File: config.mk
export PLATFORM = sky130hd
export DESIGN_NAME = eth_tx_scheduler
export DESIGN_NICKNAME = d
export VERILOG_FILES = /design/src/rtl/eth_tx_pkg.sv /design/src/rtl/eth_tx_scheduler_rr_arbiter.sv /design/src/rtl/eth_tx_scheduler.sv
export SDC_FILE = /design/constraint.sdc
export NUM_CORES = 1
export LEC_CHECK = 0
export CORE_AREA = 8 8 100 102
export DETAILED_ROUTE_END_ITERATION = 10
export DIE_AREA = 0 0 108 110
export HOLD_SLACK_MARGIN = 0.05
export PLACE_DENSITY = 0.8
export SLEW_MARGIN = 20
export SYNTH_ARGS = -nofsm -noshare
export SYNTH_HDL_FRONTEND = slang
export SYNTH_SLANG_ARGS = --single-unit
File: constraint.sdc
create_clock -name clk -period 4.5 [get_ports clk]
set_input_delay 0.9 -clock clk [delete_from_list [all_inputs] [get_ports clk]]
set_output_delay 0.9 -clock clk [all_outputs]
set_load 0.02 [all_outputs]
File: src/rtl/eth_tx_pkg.sv
// Shared types, constants and width helpers for the Ethernet TX scheduling path.
`default_nettype none

package eth_tx_pkg;

    typedef enum logic [2:0] {
        IDLE     = 3'd0,
        ARB      = 3'd1,
        ANNOUNCE = 3'd2,
        STREAM   = 3'd3,
        FLUSH    = 3'd4,
        WAIT_TX  = 3'd5,
        IFG      = 3'd6
    } tx_state_e;

    localparam int IFG_BYTES   = 12;
    localparam int MAX_PAYLOAD = 1500;
    localparam int MIN_PAYLOAD = 46;

    // Index width for an n-entry vector; never collapses to zero bits.
    function automatic int idx_width(input int n);
        return (n > 1) ? $clog2(n) : 1;
    endfunction

    // Width of a counter that must be able to hold the value n.
    function automatic int cnt_width(input int n);
        return (n > 0) ? $clog2(n + 1) : 1;
    endfunction

endpackage

`default_nettype wire

File: src/rtl/eth_tx_scheduler_rr_arbiter.sv
// Round-robin arbiter: searches upward from the last winner, wrapping; the pointer
// advances only on an explicit update strobe so grants stay stable while idle.
`default_nettype none

module rr_arbiter
    import eth_tx_pkg::*;
#(
    parameter int NUM_SRC = 4
) (
    input  logic                             clk,
    input  logic                             rst,
    input  logic [NUM_SRC-1:0]               req,
    input  logic                             update,
    output logic [NUM_SRC-1:0]               grant,
    output logic [idx_width(NUM_SRC)-1:0]    grant_idx,
    output logic                             grant_any
);

    localparam int IDX_W = idx_width(NUM_SRC);

    logic [IDX_W-1:0] r_ptr;

    always_comb begin
        int cand;
        cand      = 0;
        grant     = '0;
        grant_idx = '0;
        grant_any = 1'b0;
        // Walk from farthest to nearest so the nearest requester after r_ptr wins.
        for (int k = NUM_SRC; k >= 1; k--) begin
            cand = int'(r_ptr) + k;
            if (cand >= NUM_SRC) begin
                cand = cand - NUM_SRC;
            end
            if (req[cand]) begin
                grant     = NUM_SRC'(1) << cand;
                grant_idx = IDX_W'(cand);
                grant_any = 1'b1;
            end
        end
    end

    always_ff @(posedge clk or posedge rst) begin
        if (rst) begin
            r_ptr <= IDX_W'(NUM_SRC - 1);
        end else if (update && grant_any) begin
            r_ptr <= grant_idx;
        end
    end

endmodule

`default_nettype wire

File: src/rtl/eth_tx_scheduler.sv
// Multiplexes NUM_SRC payload FIFOs onto one frame encapsulator: round-robin grant,
// buffer handshake (ready / stream / empty), completion wait and inter-frame gap.
`default_nettype none

module eth_tx_scheduler
    import eth_tx_pkg::*;
#(
    parameter int NUM_SRC      = 4,
    parameter int LEN_W        = 11,
    parameter int MAX_LEN      = MAX_PAYLOAD,
    parameter int IFG_CYCLES   = IFG_BYTES,
    parameter int BUSY_TIMEOUT = 64
) (
    input  logic                             clk,
    input  logic                             rst,
    input  logic                             tx_enable,
    input  logic [NUM_SRC-1:0]               src_req,
    input  logic [NUM_SRC*LEN_W-1:0]         src_len,
    input  logic [NUM_SRC*8-1:0]             src_data,
    output logic [NUM_SRC-1:0]               src_rd,
    output logic [NUM_SRC-1:0]               src_ack,
    output logic                             src_err,
    output logic                             fr_buffer_ready,
    output logic                             fr_read_en,
    output logic [7:0]                       fr_data,
    output logic                             fr_buffer_empt,
    input  logic                             fr_busy,
    output logic                             grant_valid,
    output logic [idx_width(NUM_SRC)-1:0]    grant_id
);

    localparam int IDX_W = idx_width(NUM_SRC);
    localparam int TO_W  = cnt_width(BUSY_TIMEOUT);
    localparam int IFG_W = cnt_width(IFG_CYCLES);

    localparam logic [LEN_W:0]   c_max_len  = (LEN_W + 1)'(MAX_LEN);
    localparam logic [TO_W-1:0]  c_to_last  = TO_W'(BUSY_TIMEOUT - 1);
    localparam logic [IFG_W-1:0] c_ifg_last = IFG_W'(IFG_CYCLES - 1);

    tx_state_e          r_state;
    logic [LEN_W-1:0]   r_len;
    logic [LEN_W-1:0]   r_byte_cnt;
    logic [TO_W-1:0]    r_to_cnt;
    logic [IFG_W-1:0]   r_ifg_cnt;
    logic [NUM_SRC-1:0] r_gnt_oh;

    logic [NUM_SRC-1:0] w_arb_grant;
    logic [IDX_W-1:0]   w_arb_idx;
    logic               w_arb_any;
    logic [LEN_W-1:0]   w_arb_len;
    logic               w_len_bad;

    rr_arbiter #(
        .NUM_SRC (NUM_SRC)
    ) u_arb (
        .clk       (clk),
        .rst       (rst),
        .req       (src_req),
        .update    (r_state == ARB),
        .grant     (w_arb_grant),
        .grant_idx (w_arb_idx),
        .grant_any (w_arb_any)
    );

    assign w_arb_len = src_len[int'(w_arb_idx)*LEN_W +: LEN_W];
    assign w_len_bad = (w_arb_len == '0) || ({1'b0, w_arb_len} > c_max_len);

    // Framer sees zero on its data bus whenever it is not being fed.
    assign fr_data = fr_read_en ? src_data[int'(grant_id)*8 +: 8] : 8'h00;

    always_ff @(posedge clk or posedge rst) begin
        if (rst) begin
            r_state         <= IDLE;
            r_len           <= '0;
            r_byte_cnt      <= '0;
            r_to_cnt        <= '0;
            r_ifg_cnt       <= '0;
            r_gnt_oh        <= '0;
            grant_valid     <= 1'b0;
            grant_id        <= '0;
            src_rd          <= '0;
            src_ack         <= '0;
            src_err         <= 1'b0;
            fr_buffer_ready <= 1'b0;
            fr_read_en      <= 1'b0;
            fr_buffer_empt  <= 1'b0;
        end else begin
            src_ack         <= '0;
            src_err         <= 1'b0;
            fr_buffer_ready <= 1'b0;
            case (r_state)
                IDLE: begin
                    if (tx_enable && (|src_req)) begin
                        r_state <= ARB;
                    end
                end
                ARB: begin
                    if (!w_arb_any) begin
                        r_state <= IDLE;
                    end else begin
                        grant_id <= w_arb_idx;
                        r_len    <= w_arb_len;
                        r_gnt_oh <= w_arb_grant;
                        if (w_len_bad) begin
                            // Rejected frames never touch the framer.
                            src_ack     <= w_arb_grant;
                            src_err     <= 1'b1;
                            grant_valid <= 1'b0;
                            r_ifg_cnt   <= '0;
                            r_state     <= IFG;
                        end else begin
                            grant_valid     <= 1'b1;
                            fr_buffer_ready <= 1'b1;
                            r_state         <= ANNOUNCE;
                        end
                    end
                end
                ANNOUNCE: begin
                    fr_read_en <= 1'b1;
                    src_rd     <= r_gnt_oh;
                    r_byte_cnt <= '0;
                    r_state    <= STREAM;
                end
                STREAM: begin
                    if (r_byte_cnt == r_len - LEN_W'(1)) begin
                        fr_read_en     <= 1'b0;
                        src_rd         <= '0;
                        fr_buffer_empt <= 1'b1;
                        r_to_cnt       <= '0;
                        r_state        <= FLUSH;
                    end else begin
                        r_byte_cnt <= r_byte_cnt + LEN_W'(1);
                    end
                end
                FLUSH: begin
                    if (fr_busy) begin
                        fr_buffer_empt <= 1'b0;
                        r_state        <= WAIT_TX;
                    end else if (r_to_cnt == c_to_last) begin
                        fr_buffer_empt <= 1'b0;
                        src_ack        <= r_gnt_oh;
                        src_err        <= 1'b1;
                        grant_valid    <= 1'b0;
                        r_ifg_cnt      <= '0;
                        r_state        <= IFG;
                    end else begin
                        r_to_cnt <= r_to_cnt + TO_W'(1);
                    end
                end
                WAIT_TX: begin
                    if (!fr_busy) begin
                        src_ack     <= r_gnt_oh;
                        grant_valid <= 1'b0;
                        r_ifg_cnt   <= '0;
                        r_state     <= IFG;
                    end
                end
                IFG: begin
                    // Counter only advances below its terminal value, so it cannot wrap.
                    if (r_ifg_cnt >= c_ifg_last) begin
                        r_state <= IDLE;
                    end else begin
                        r_ifg_cnt <= r_ifg_cnt + IFG_W'(1);
                    end
                end
                default: begin
                    r_state <= IDLE;
                end
            endcase
        end
    end

endmodule

`default_nettype wire

== Word level (Yosys, flattened, before mapping) ==
Index checks and enable logic that the tools add are counted.
Storage, ports and cells
  word-level logic and storage cells: 159
  bits of input ports: 84
  register bits after elaboration: 57
Operators by class
  shifts and indexed selects: 6
  eq/ne operators: 20
  $lt $le $gt $ge: 10
  add/sub/neg operators: 12
  muxes and demuxes: 77
  multiply operators: 1
  reduce and logical (&&, ||, !) cells: 18
Operator list (count)
  >= comparator 32 x 4 -> 1 bit, second input constant: 4
  < comparator 32 x 4 -> 1 bit, second input constant: 4
  two-way mux 32 bit: 4
  << shifter 1 x 32 -> 4 bit, first input constant: 4
  subtractor 32 x 4 -> 32 bit, second input constant: 4
  two-way mux 4 bit: 16
  variable part select 44 x 7 -> 11 bit: 1
  variable part select 32 x 6 -> 8 bit: 1
  two-way mux 1 bit: 26
  two-way mux 3 bit: 8
  != test 2 bit, second input constant: 11
  case mux 11 bit (2 select lines): 1
  two-way mux 7 bit: 3
  case mux 3 bit (7 select lines): 1
  case mux 4 bit (4 select lines): 1
  case mux 7 bit (2 select lines): 1
  case mux 4 bit (3 select lines): 1
  adder 11 x 1 -> 11 bit, second input constant: 1
  == test 11 bit: 1
  greater-than comparator 11 bit, second input constant: 1
  zero test 11 bit: 1
  two-way mux 11 bit: 1
  subtractor 11 x 1 -> 11 bit, second input constant: 1
  AND reduction 5 bit: 2
  other kinds (29): 45

== Depth between registers and ports, before layout ==
Gate-level depths: netlist of the first run.
  depth after elaboration: 17
  gate-level depth with buffers: 14

== Cells and area by module ==
A second synthesis of the first run with hierarchy kept.
Unflattened totals
  cells, all modules: 434
  area total of the unflattened synthesis: 4142.7 µm²
By module, submodules not included
  eth_tx_scheduler: times used 1, area each 3523.4 µm², cells an instance 367
  rr_arbiter: times used 1, area each 619.3 µm², cells an instance 67

== Worst setup path after synthesis of the first run ==
Ideal clock, no wire load.
  path kind: flip-flop to flip-flop
  from: register u_arb.r_ptr[0]
  to: register r_ifg_cnt[3]
  required time: 4.380 ns
  setup slack: 1.050 ns
  cell stages (with the launch flop): 15
  data arrival time: 3.330 ns
  path through: dfstp_2 buf_6 inv_1 ha_1 mux4_2 buf_2 o21ai_2 o31ai_4 buf_8 mux2i_1 nand4_1 a21o_1 o21a_2 buf_6 a31o_1
On the way
  cells in the longest elaborated chain, start to end: 16
Ends and longest elaborated chain
  from (decl): line eth_tx_scheduler_rr_arbiter.sv:21  | logic [IDX_W-1:0] r_ptr;
  from (signal assigned): line eth_tx_scheduler_rr_arbiter.sv:45  | r_ptr <= IDX_W'(NUM_SRC - 1);
  from (signal assigned): line eth_tx_scheduler_rr_arbiter.sv:47  | r_ptr <= grant_idx;
  adder 2 x 3 -> 4 bit: line eth_tx_scheduler_rr_arbiter.sv:31  | cand = int'(r_ptr) + k;
  subtractor 32 x 4 -> 32 bit / >= comparator 32 x 4 -> 1 bit (equally long branches): line eth_tx_scheduler_rr_arbiter.sv:33, eth_tx_scheduler_rr_arbiter.sv:32
  two-way mux 32 bit: line eth_tx_scheduler_rr_arbiter.sv:32  | if (cand >= NUM_SRC) begin
  binary-select mux 1 bit (select 2 bit): line eth_tx_scheduler_rr_arbiter.sv:35  | if (req[cand]) begin
  two-way mux 1 bit (not written as such) (2 in a row): line eth_tx_scheduler_rr_arbiter.sv:35
  two-way mux 2 bit (4 in a row): line eth_tx_scheduler_rr_arbiter.sv:35
  multiplier 2 x 4 -> 6 bit: line eth_tx_scheduler.sv:65  | assign w_arb_len = src_len[int'(w_arb_idx)*LEN_W +: LEN_W];
  variable part select 44 x 7 -> 11 bit: line eth_tx_scheduler.sv:65
  greater-than comparator 11 bit / zero test 11 bit (equally long branches): line eth_tx_scheduler.sv:66  | assign w_len_bad = (w_arb_len == '0) || ({1'b0, w_arb_len} > c_max_len);
  logical OR 1 bit: line eth_tx_scheduler.sv:66
  != test 2 bit (no source line)
  AND reduction 7 bit (no source line) *
  to (signal assigned): line eth_tx_scheduler.sv:163  | r_ifg_cnt <= r_ifg_cnt + IFG_W'(1);
  to (decl): line eth_tx_scheduler.sv:44  | logic [IFG_W-1:0] r_ifg_cnt;
Every way passes the cells marked *; elsewhere a longest branch is shown, timed or not. The select of a mux whose other input is x is not followed.
A chain may end at the register's enable or synchronous reset.

== Worst setup path after layout of the first run ==
  from: register u_arb.r_ptr[0]
  to: register r_ifg_cnt[2]
Same word-level chain as after synthesis.

==> key figures, run 1 <==
Logic synthesis
  • Proportion of register bits with asynchronous set or reset after synthesis: between 90% and 100%
  • Sequential fraction of the synthesis area: a little over a third
  • Number of enable-type register cells in the synthesized netlist: 0
  • Post-synthesis average cell area: 9.233 µm²
  • Synthesized instance count: 432
  • Cell area after synthesis: 3989 µm²
  • Syn Nets: 524
  • Most used flip-flop cell after synthesis: dfrtp_1
  • Post-synthesis register bit count: 57
  • Synth warnings: 0
  • Count of different cell masters after synthesis: 59

Worst setup path
  • Start point of the critical path: u_arb.r_ptr[0]$_DFFE_PP1P_
  • Critical R2R Capture: r_ifg_cnt[2]$_DFFE_PP0P_
  • CP endpoint kind: flip-flop
  • Reg2Reg Launch Point: u_arb.r_ptr[0]$_DFFE_PP1P_
  • Highest fanout seen on the critical path: 13
  • Setup crit start kind: flip-flop
  • Worst Reg2Reg Path Length in Cells: 12
  • Setup CP Type: flip-flop to flip-flop
  • Timing endpoint of the critical path: r_ifg_cnt[2]$_DFFE_PP0P_
  • Critical path data arrival time: between 4000 and 5000 ps
  • Internal reg-to-reg setup slack: 410 ps
  • Critical path required time: 4730 ps

Floorplanning
  • Die area: 11880 µm²
  • Width of the die: 108 µm
  • Top-level I/O count: 107
  • Initial Util: 47.12%
  • Floorplan Core Area: 8466 µm²
  • Die H: 110 µm
  • Site Rows: 34

Finish
  • FILL cells: 685
  • Proportion of layout cells with a drive suffix above 1: around a tenth
  • Finished Cell Area: 5351 µm²
  • Area growth from synthesis to layout: 34.16%
  • Post-layout net count: between 600 and 700
  • Diode insertion count for antenna repair: 0

Timing
  • Count of endpoints failing setup in the final report: 0
  • Min Hold Slack: 505.8 ps
  • Fin crit period: around 4100 ps
  • Maximum clock rate: 244.3 MHz
  • Final cycle utilization of the critical path: 90.95%
  • Pins Over Slew Limit: 0
  • Slew at the pin closest to its max-slew limit: 955.1 ps
  • TNS Setup: 0 ps
  • Number of failing hold endpoints at the final stage: 0
  • Worst clock skew: 5.668 ps
  • Final worst setup slack: 407.1 ps
  • Worst max-slew margin expressed relative to the limit: 36.26%
  • RSZ-0062 raised after global routing: false

Power and ir drop
  • Power density over the cells: about 670 nW/µm²
  • Final Power: 3.563 mW
  • Max IR drop VDD: 0.0004787 V
  • Leakage Power: ~2.2 nW

Flow run
  • Number of maximum-capacitance violations: 0

CTS
  • CTS tree: done
  • Sink Count: 57
  • Register clock-pin slew on the reported worst setup and hold paths: ~70 ps
  • Root Buffer: clkbuf_8
  • Buffer depth of the longest clock path: 2
  • Number of CTS-inserted buffers: 9
  • Number of hold buffers added after cts: 0
  • Depth of the CTS H-tree: 3
  • Post-CTS Resized: 0
  • Number of buffers inserted to repair setup after CTS: 0
  • Clock latency on the worst-skew pair: between 300 and 400 ps

Min path
  • Hold wc startpoint: grant_valid$_DFFE_PP0P_
  • Count of cells along the worst hold path: 1
  • Path category of the worst min-delay check: flip-flop to flip-flop

Detailed routing
  • First drt pass iteration count: 4
  • Detailed-route vias per instance: 5.707
  • Wire length reported by the detailed router: roughly 11000 µm
  • Number of routed nets with antenna violations: 0
  • DRC viols: 0
  • Drt first-iter violations: 149
  • Detail-routed net length per standard cell: 16.83 µm
  • Vias: between 3000 and 4000

Placed design
  • # port buffers: 106
  • Final Wtd Congestion: between 0.8 and 0.9
  • Pre-CTS WS: around 330 ps
  • Area after DPL: 5094 µm²
  • HPWL after detailed placement: 8600 µm

GRT
  • Largest net degree at the start of global routing: 33
  • First-pass GRT wire length: 17730 µm
  • Initial antenna violation count: 0
  • Via count of the first global-routing pass: about 3800
  • Global route total overflow: 0
  • Total routing usage reported by global routing: a little under a fifth

Outcome
  • Run status: completed
power breakdown:
group          switching, mW  total, mW  internal (mW)  leakage (nW)
clock network          0.205      0.627          0.422         0.130
registers              0.239      0.919          0.680         0.740
logic                   1.05       2.02          0.962          1.36
layout by cell type, fill, tap and decap left out, drive strengths merged, types with 3 or more instances in the layout:
| master | n |
|---|---|
| a22o | 3 |
| o21ai | 43 |
| a211oi | 3 |
| nor4 | 3 |
| nand4 | 5 |
| clkbuf | 10 |
| nor2 | 33 |
| o211ai | 3 |
| or3 | 8 |
| xor2 | 11 |
| dfrtp | 55 |
| mux4 | 14 |
| nand3 | 9 |
| nand2 | 61 |
| a21oi | 12 |
| a21o | 4 |
| clkdlybuf4s50 | 106 |
| mux2 | 5 |
| a22oi | 7 |
| inv | 16 |
| a31oi | 4 |
| ha | 8 |
| mux2i | 28 |
| o31ai | 3 |
| a31o | 4 |
| and2 | 14 |
| xnor2 | 12 |
| and3 | 3 |
| bufinv | 4 |
| nand2b | 5 |
| buf | 3 |
| nor3 | 10 |
flip-flops by register name, indices dropped and copies added, names as in the netlist:
register / flops
u_arb.r_ptr: 2
r_ifg_cnt: 4
r_len: 11
fr_read_en: 1
grant_valid: 1
src_ack: 4
r_state: 3
r_byte_cnt: 11
r_to_cnt: 7
src_err: 1
fr_buffer_empt: 1
src_rd: 4
r_gnt_oh: 4
grant_id: 2
fr_buffer_ready: 1
synth_stat cells (4+ instances only):
master / n / share of area (%)
nand2_1: 61 / 5.7
dfrtp_1: 55 / 35
o21ai_0: 39 / 4.9
nor2_1: 33 / 3.1
mux2i_1: 28 / 7.0
inv_1: 16 / 1.5
clkbuf_1: 15 / 1.4
and2_1: 14 / 2.2
mux4_2: 14 / 7.9
a21oi_1: 12 / 1.5
xnor2_1: 12 / 2.6
xor2_1: 11 / 2.4
nand3_1: 9 / 1.1
nor3_1: 9 / 1.1
ha_1: 8 / 2.5
or3_1: 8 / 1.3
a22oi_1: 7 / 1.3
mux2_2: 5 / 1.4
nand2b_1: 5 / 0.78
nand4_1: 5 / 0.78
a21o_1: 4 / 0.75
a31oi_1: 4 / 0.63
worst min-delay path by stage:
stage                                          to  slack [ps]
final                     grant_valid$_DFFE_PP0P_         510
after global routing      grant_valid$_DFFE_PP0P_         530
after global placement    grant_valid$_DFFE_PP0P_         490
after detailed placement  grant_valid$_DFFE_PP0P_         490
after floorplan           r_gnt_oh[0]$_DFFE_PP0P_         470
after CTS                 grant_valid$_DFFE_PP0P_         510
cell type report:
| type | count | area (µm²) | share of cell area, % |
|---|---|---|---|
| clock buffers | 10 | 127.6 | 2.385 |
| clock inverters | 6 | 130.1 | 2.432 |
| inverters | 16 | 60.06 | 1.122 |
| multi-input cells | 338 | 2386 | 44.59 |
| flip-flops and latches | 57 | 1429 | 26.70 |
| well taps | 108 | 135.1 | 2.525 |
| repair buffers | 109 | 1084 | 20.25 |
critical path: stages (launching register included):
cell,delay (ps)
dfstp_2,680
inv_1,190
ha_1,410
mux4_2,660
a21oi_1,170
o32a_2,400
buf_4,240
mux2i_1,190
mux2i_1,130
nor4_1,270
nand4b_1,140
o21a_2,220
a31o_2,270
stage by stage:
stage               cells  util [%]
CTS                   644     63.21
global route          644     63.21
global placement      628     60.17
finish                644     63.21
floorplan             432         -
detailed placement    628     60.17
logic make-up after synthesis:
group | after synthesis | share of synthesized area, %
buf+inv | 37 | 4.360
xor+xnor | 23 | 5.050
mux | 47 | 16.34
simple gates | 164 | 20.20
flops | 57 | 35.82
fa+ha+maj | 8 | 2.510
compound gates | 96 | 15.72
layer usage:
metal,vias to the layer above,wire length [µm],GRT usage (%)
met4,0,133,5.748
met3,11,755,4.477
met2,135,5249,31.91
met5,-,0,0
li1,1762,-,-
met1,1767,4700,21.85
Power figures use the tool's default switching activity.
==> run 2: changes to the inputs <==
--- a/config.mk
+++ b/config.mk
@@ -8,7 +8,6 @@
 export CORE_AREA = 8 8 100 102
 export DETAILED_ROUTE_END_ITERATION = 10
 export DIE_AREA = 0 0 108 110
-export HOLD_SLACK_MARGIN = 0.05
 export PLACE_DENSITY = 0.8
 export SLEW_MARGIN = 20
 export SYNTH_ARGS = -nofsm -noshare
==> results of run 2 <==
No change in the layout: final DEF, timing and power equal those of run 1.
==> run 3: changes to the inputs <==
--- a/config.mk
+++ b/config.mk
@@ -5,10 +5,10 @@
 export SDC_FILE = /design/constraint.sdc
 export NUM_CORES = 1
 export LEC_CHECK = 0
-export CORE_AREA = 8 8 100 102
+export CORE_AREA = 8 8 104 106
 export DETAILED_ROUTE_END_ITERATION = 10
-export DIE_AREA = 0 0 108 110
-export PLACE_DENSITY = 0.8
+export DIE_AREA = 0 0 112 114
+export PLACE_DENSITY = 0.74
 export SLEW_MARGIN = 20
 export SYNTH_ARGS = -nofsm -noshare
 export SYNTH_HDL_FRONTEND = slang
==> run 3 against run 2 <==
Via count is 2.0% lower. Fmax is 1.7% higher. Power is 4.2% lower. Utilization is 5.1 points lower. Critical path depth is 3 lower. Final cell count is 0.16% higher. Design area is 1.0% lower. Clock-buffer cell count is 2 higher. First-iteration DRC count is 20% higher. Critical path type unchanged. Critical endpoint is now grant_valid$_DFFE_PP0P_.
==> key figures, run 3 (synthesis gave the netlist of run 1 again) <==
Outcome
  • Run status: completed

Floorplanning
  • Top-level I/O count: between 100 and 150
  • Die area: 12770 µm²
  • Width of the die: 112 µm
  • Floorplan Core Area: 9109 µm²
  • Initial Util: 43.79%
  • Die H: between 100 and 150 µm
  • Site Rows: 35

CTS
  • Register clock-pin slew on the reported worst setup and hold paths: 70 ps
  • Clock latency on the worst-skew pair: 330 ps
  • Sink Count: between 50 and 60
  • Number of buffers inserted to repair setup after CTS: 0
  • Buffer depth of the longest clock path: 2
  • CTS tree: done
  • Number of hold buffers added after cts: 0
  • Number of CTS-inserted buffers: 9
  • Post-CTS Resized: 0
  • Root Buffer: clkbuf_8
  • Depth of the CTS H-tree: 3

Placed design
  • HPWL after detailed placement: 8035 µm
  • Final Wtd Congestion: about 0.83
  • # port buffers: ~110

Timing
  • Worst clock skew: approximately 7.2 ps
  • Pins Over Slew Limit: 0
  • Worst max-slew margin expressed relative to the limit: 39.37%
  • Fin crit period: 4024 ps
  • TNS Setup: 0 ps
  • RSZ-0062 raised after global routing: false
  • Count of endpoints failing setup in the final report: 0
  • Maximum clock rate: 248.5 MHz
  • Final cycle utilization of the critical path: 89.42%
  • Number of failing hold endpoints at the final stage: 0
  • Slew at the pin closest to its max-slew limit: 908.6 ps

Worst setup path
  • Reg2Reg Launch Point: u_arb.r_ptr[0]$_DFFE_PP1P_
  • Internal reg-to-reg setup slack: 480 ps
  • Critical path required time: 4720 ps
  • Setup CP Type: flip-flop to flip-flop
  • Critical R2R Capture: grant_valid$_DFFE_PP0P_
  • CP endpoint kind: flip-flop
  • Worst Reg2Reg Path Length in Cells: 9
  • Setup crit start kind: flip-flop
  • Highest fanout seen on the critical path: 13
  • Critical path data arrival time: about 4300 ps

Detailed routing
  • DRC viols: 0
  • First drt pass iteration count: 4
  • Number of routed nets with antenna violations: 0
  • Drt first-iter violations: 179
  • Wire length reported by the detailed router: ~10000 µm
  • Detail-routed net length per standard cell: around 16 µm
  • Vias: between 3000 and 4000
  • Detailed-route vias per instance: 5.584

Power and ir drop
  • Power density over the cells: between 600 and 700 nW/µm²
  • Max IR drop VDD: 0.0003751 V
  • Leakage Power: 2.198 nW

GRT
  • Total routing usage reported by global routing: 16.26%
  • Global route total overflow: 0
  • Largest net degree at the start of global routing: 41
  • Via count of the first global-routing pass: 3606
  • First-pass GRT wire length: approximately 17000 µm
  • Initial antenna violation count: 0

Min path
  • Worst hold endpoint: fr_buffer_empt$_DFFE_PP0P_
  • Path category of the worst min-delay check: flip-flop to flip-flop
  • Hold wc startpoint: fr_buffer_empt$_DFFE_PP0P_
  • Count of cells along the worst hold path: 2

Finish
  • Leading cell types in the layout, fill and taps excluded: clkdlybuf4s50_1 (106), nand2_1 (61), dfrtp_1 (55), o21ai_0 (39), nor2_1 (33)
  • Area of all sequential standard cells: roughly 1400 µm²
  • FILL cells: 797
  • Diode insertion count for antenna repair: 0
  • Biggest registers after layout: r_byte_cnt x11, r_len x11, r_to_cnt x7
  • Area of the multi-input gates: 2386 µm²
  • Fraction of the core area covered by cells at the end of the flow: 58.16%
  • Most common library cell in the layout ignoring fill and taps: clkdlybuf4s50_1
  • Proportion of layout cells with a drive suffix above 1: 9.176%
  • Post-layout net count: 622
  • Area growth from synthesis to layout: 32.81%

Flow run
  • Number of maximum-capacitance violations: 0
run 3: cell count changes in the layout (fill, tap and decap cells not counted), sizes merged:
cell / previous run / this run
buf: 3 / 2
bufinv: 4 / 1
clkbuf: 10 / 12
run 3: cell type report:
cell class                 instances  area share, %
clock buffer                      12          2.929
clock inverter                     3         0.7558
inverter                          16          1.134
multi-input combinational        338          45.04
timing repair buffer             108          20.55
tap                              111          2.622
sequential                        57          26.97
run 3: worst max-delay path, cell delays in order (launching register included):
cell,delay [ps]
dfstp_2,680
inv_1,200
ha_1,420
mux4_2,660
o31ai_4,690
mux2i_1,400
a31oi_1,140
a21o_1,170
o21a_2,280
a22o_1,260
run 3: report_power, final:
group / switching [mW] / total [mW] / internal, mW
Sequential: 0.231 / 0.911 / 0.680
Combinational: 1.05 / 2.02 / 0.974
Clock: 0.198 / 0.479 / 0.281
Total: 1.48 / 3.41 / 1.94
run 3: stage by stage:
| stage | hold slack, ps | worst slack (ps) | power [mW] | instance area, µm² | cells |
|---|---|---|---|---|---|
| 6_report | 513.2 | 476.2 | 3.414 | 5298 | 645 |
| 3_5_place_dp | 503.6 | 362.1 | 2.938 | 5102 | 630 |
| 4_1_cts | 517.4 | 494.5 | 3.419 | 5298 | 645 |
| 3_3_place_gp | 496.5 | 483.5 | 2.870 | 5102 | 630 |
| 2_1_floorplan | 467.6 | 1050 | 2.435 | 3989 | 432 |
| 5_1_grt | 529.2 | 254.5 | 3.679 | 5298 | 645 |
run 3: worst max-delay path by stage:
stage                                from                       end  slack [ps]  cells after the start
6_report       u_arb.r_ptr[0]$_DFFE_PP1P_   grant_valid$_DFFE_PP0P_         480                      9
5_1_grt        u_arb.r_ptr[0]$_DFFE_PP1P_   grant_valid$_DFFE_PP0P_         250                      9
4_1_cts        u_arb.r_ptr[0]$_DFFE_PP1P_  r_ifg_cnt[2]$_DFFE_PP0P_         490                      9
3_5_place_dp                   src_req[0]  r_ifg_cnt[2]$_DFFE_PP0P_         360                     10
3_3_place_gp                   src_req[3]  r_ifg_cnt[2]$_DFFE_PP0P_         480                     10
2_1_floorplan  u_arb.r_ptr[0]$_DFFE_PP1P_  r_ifg_cnt[3]$_DFFE_PP0P_        1050                     14
run 3: layer usage:
layer	global-route usage [%]	vias up	part of all wire [%]
met5	0	-	0
met4	4.766	0	0.85
met3	4.913	8	8.7
met2	24.92	148	42
met1	21.65	1693	48
li1	-	1753	-
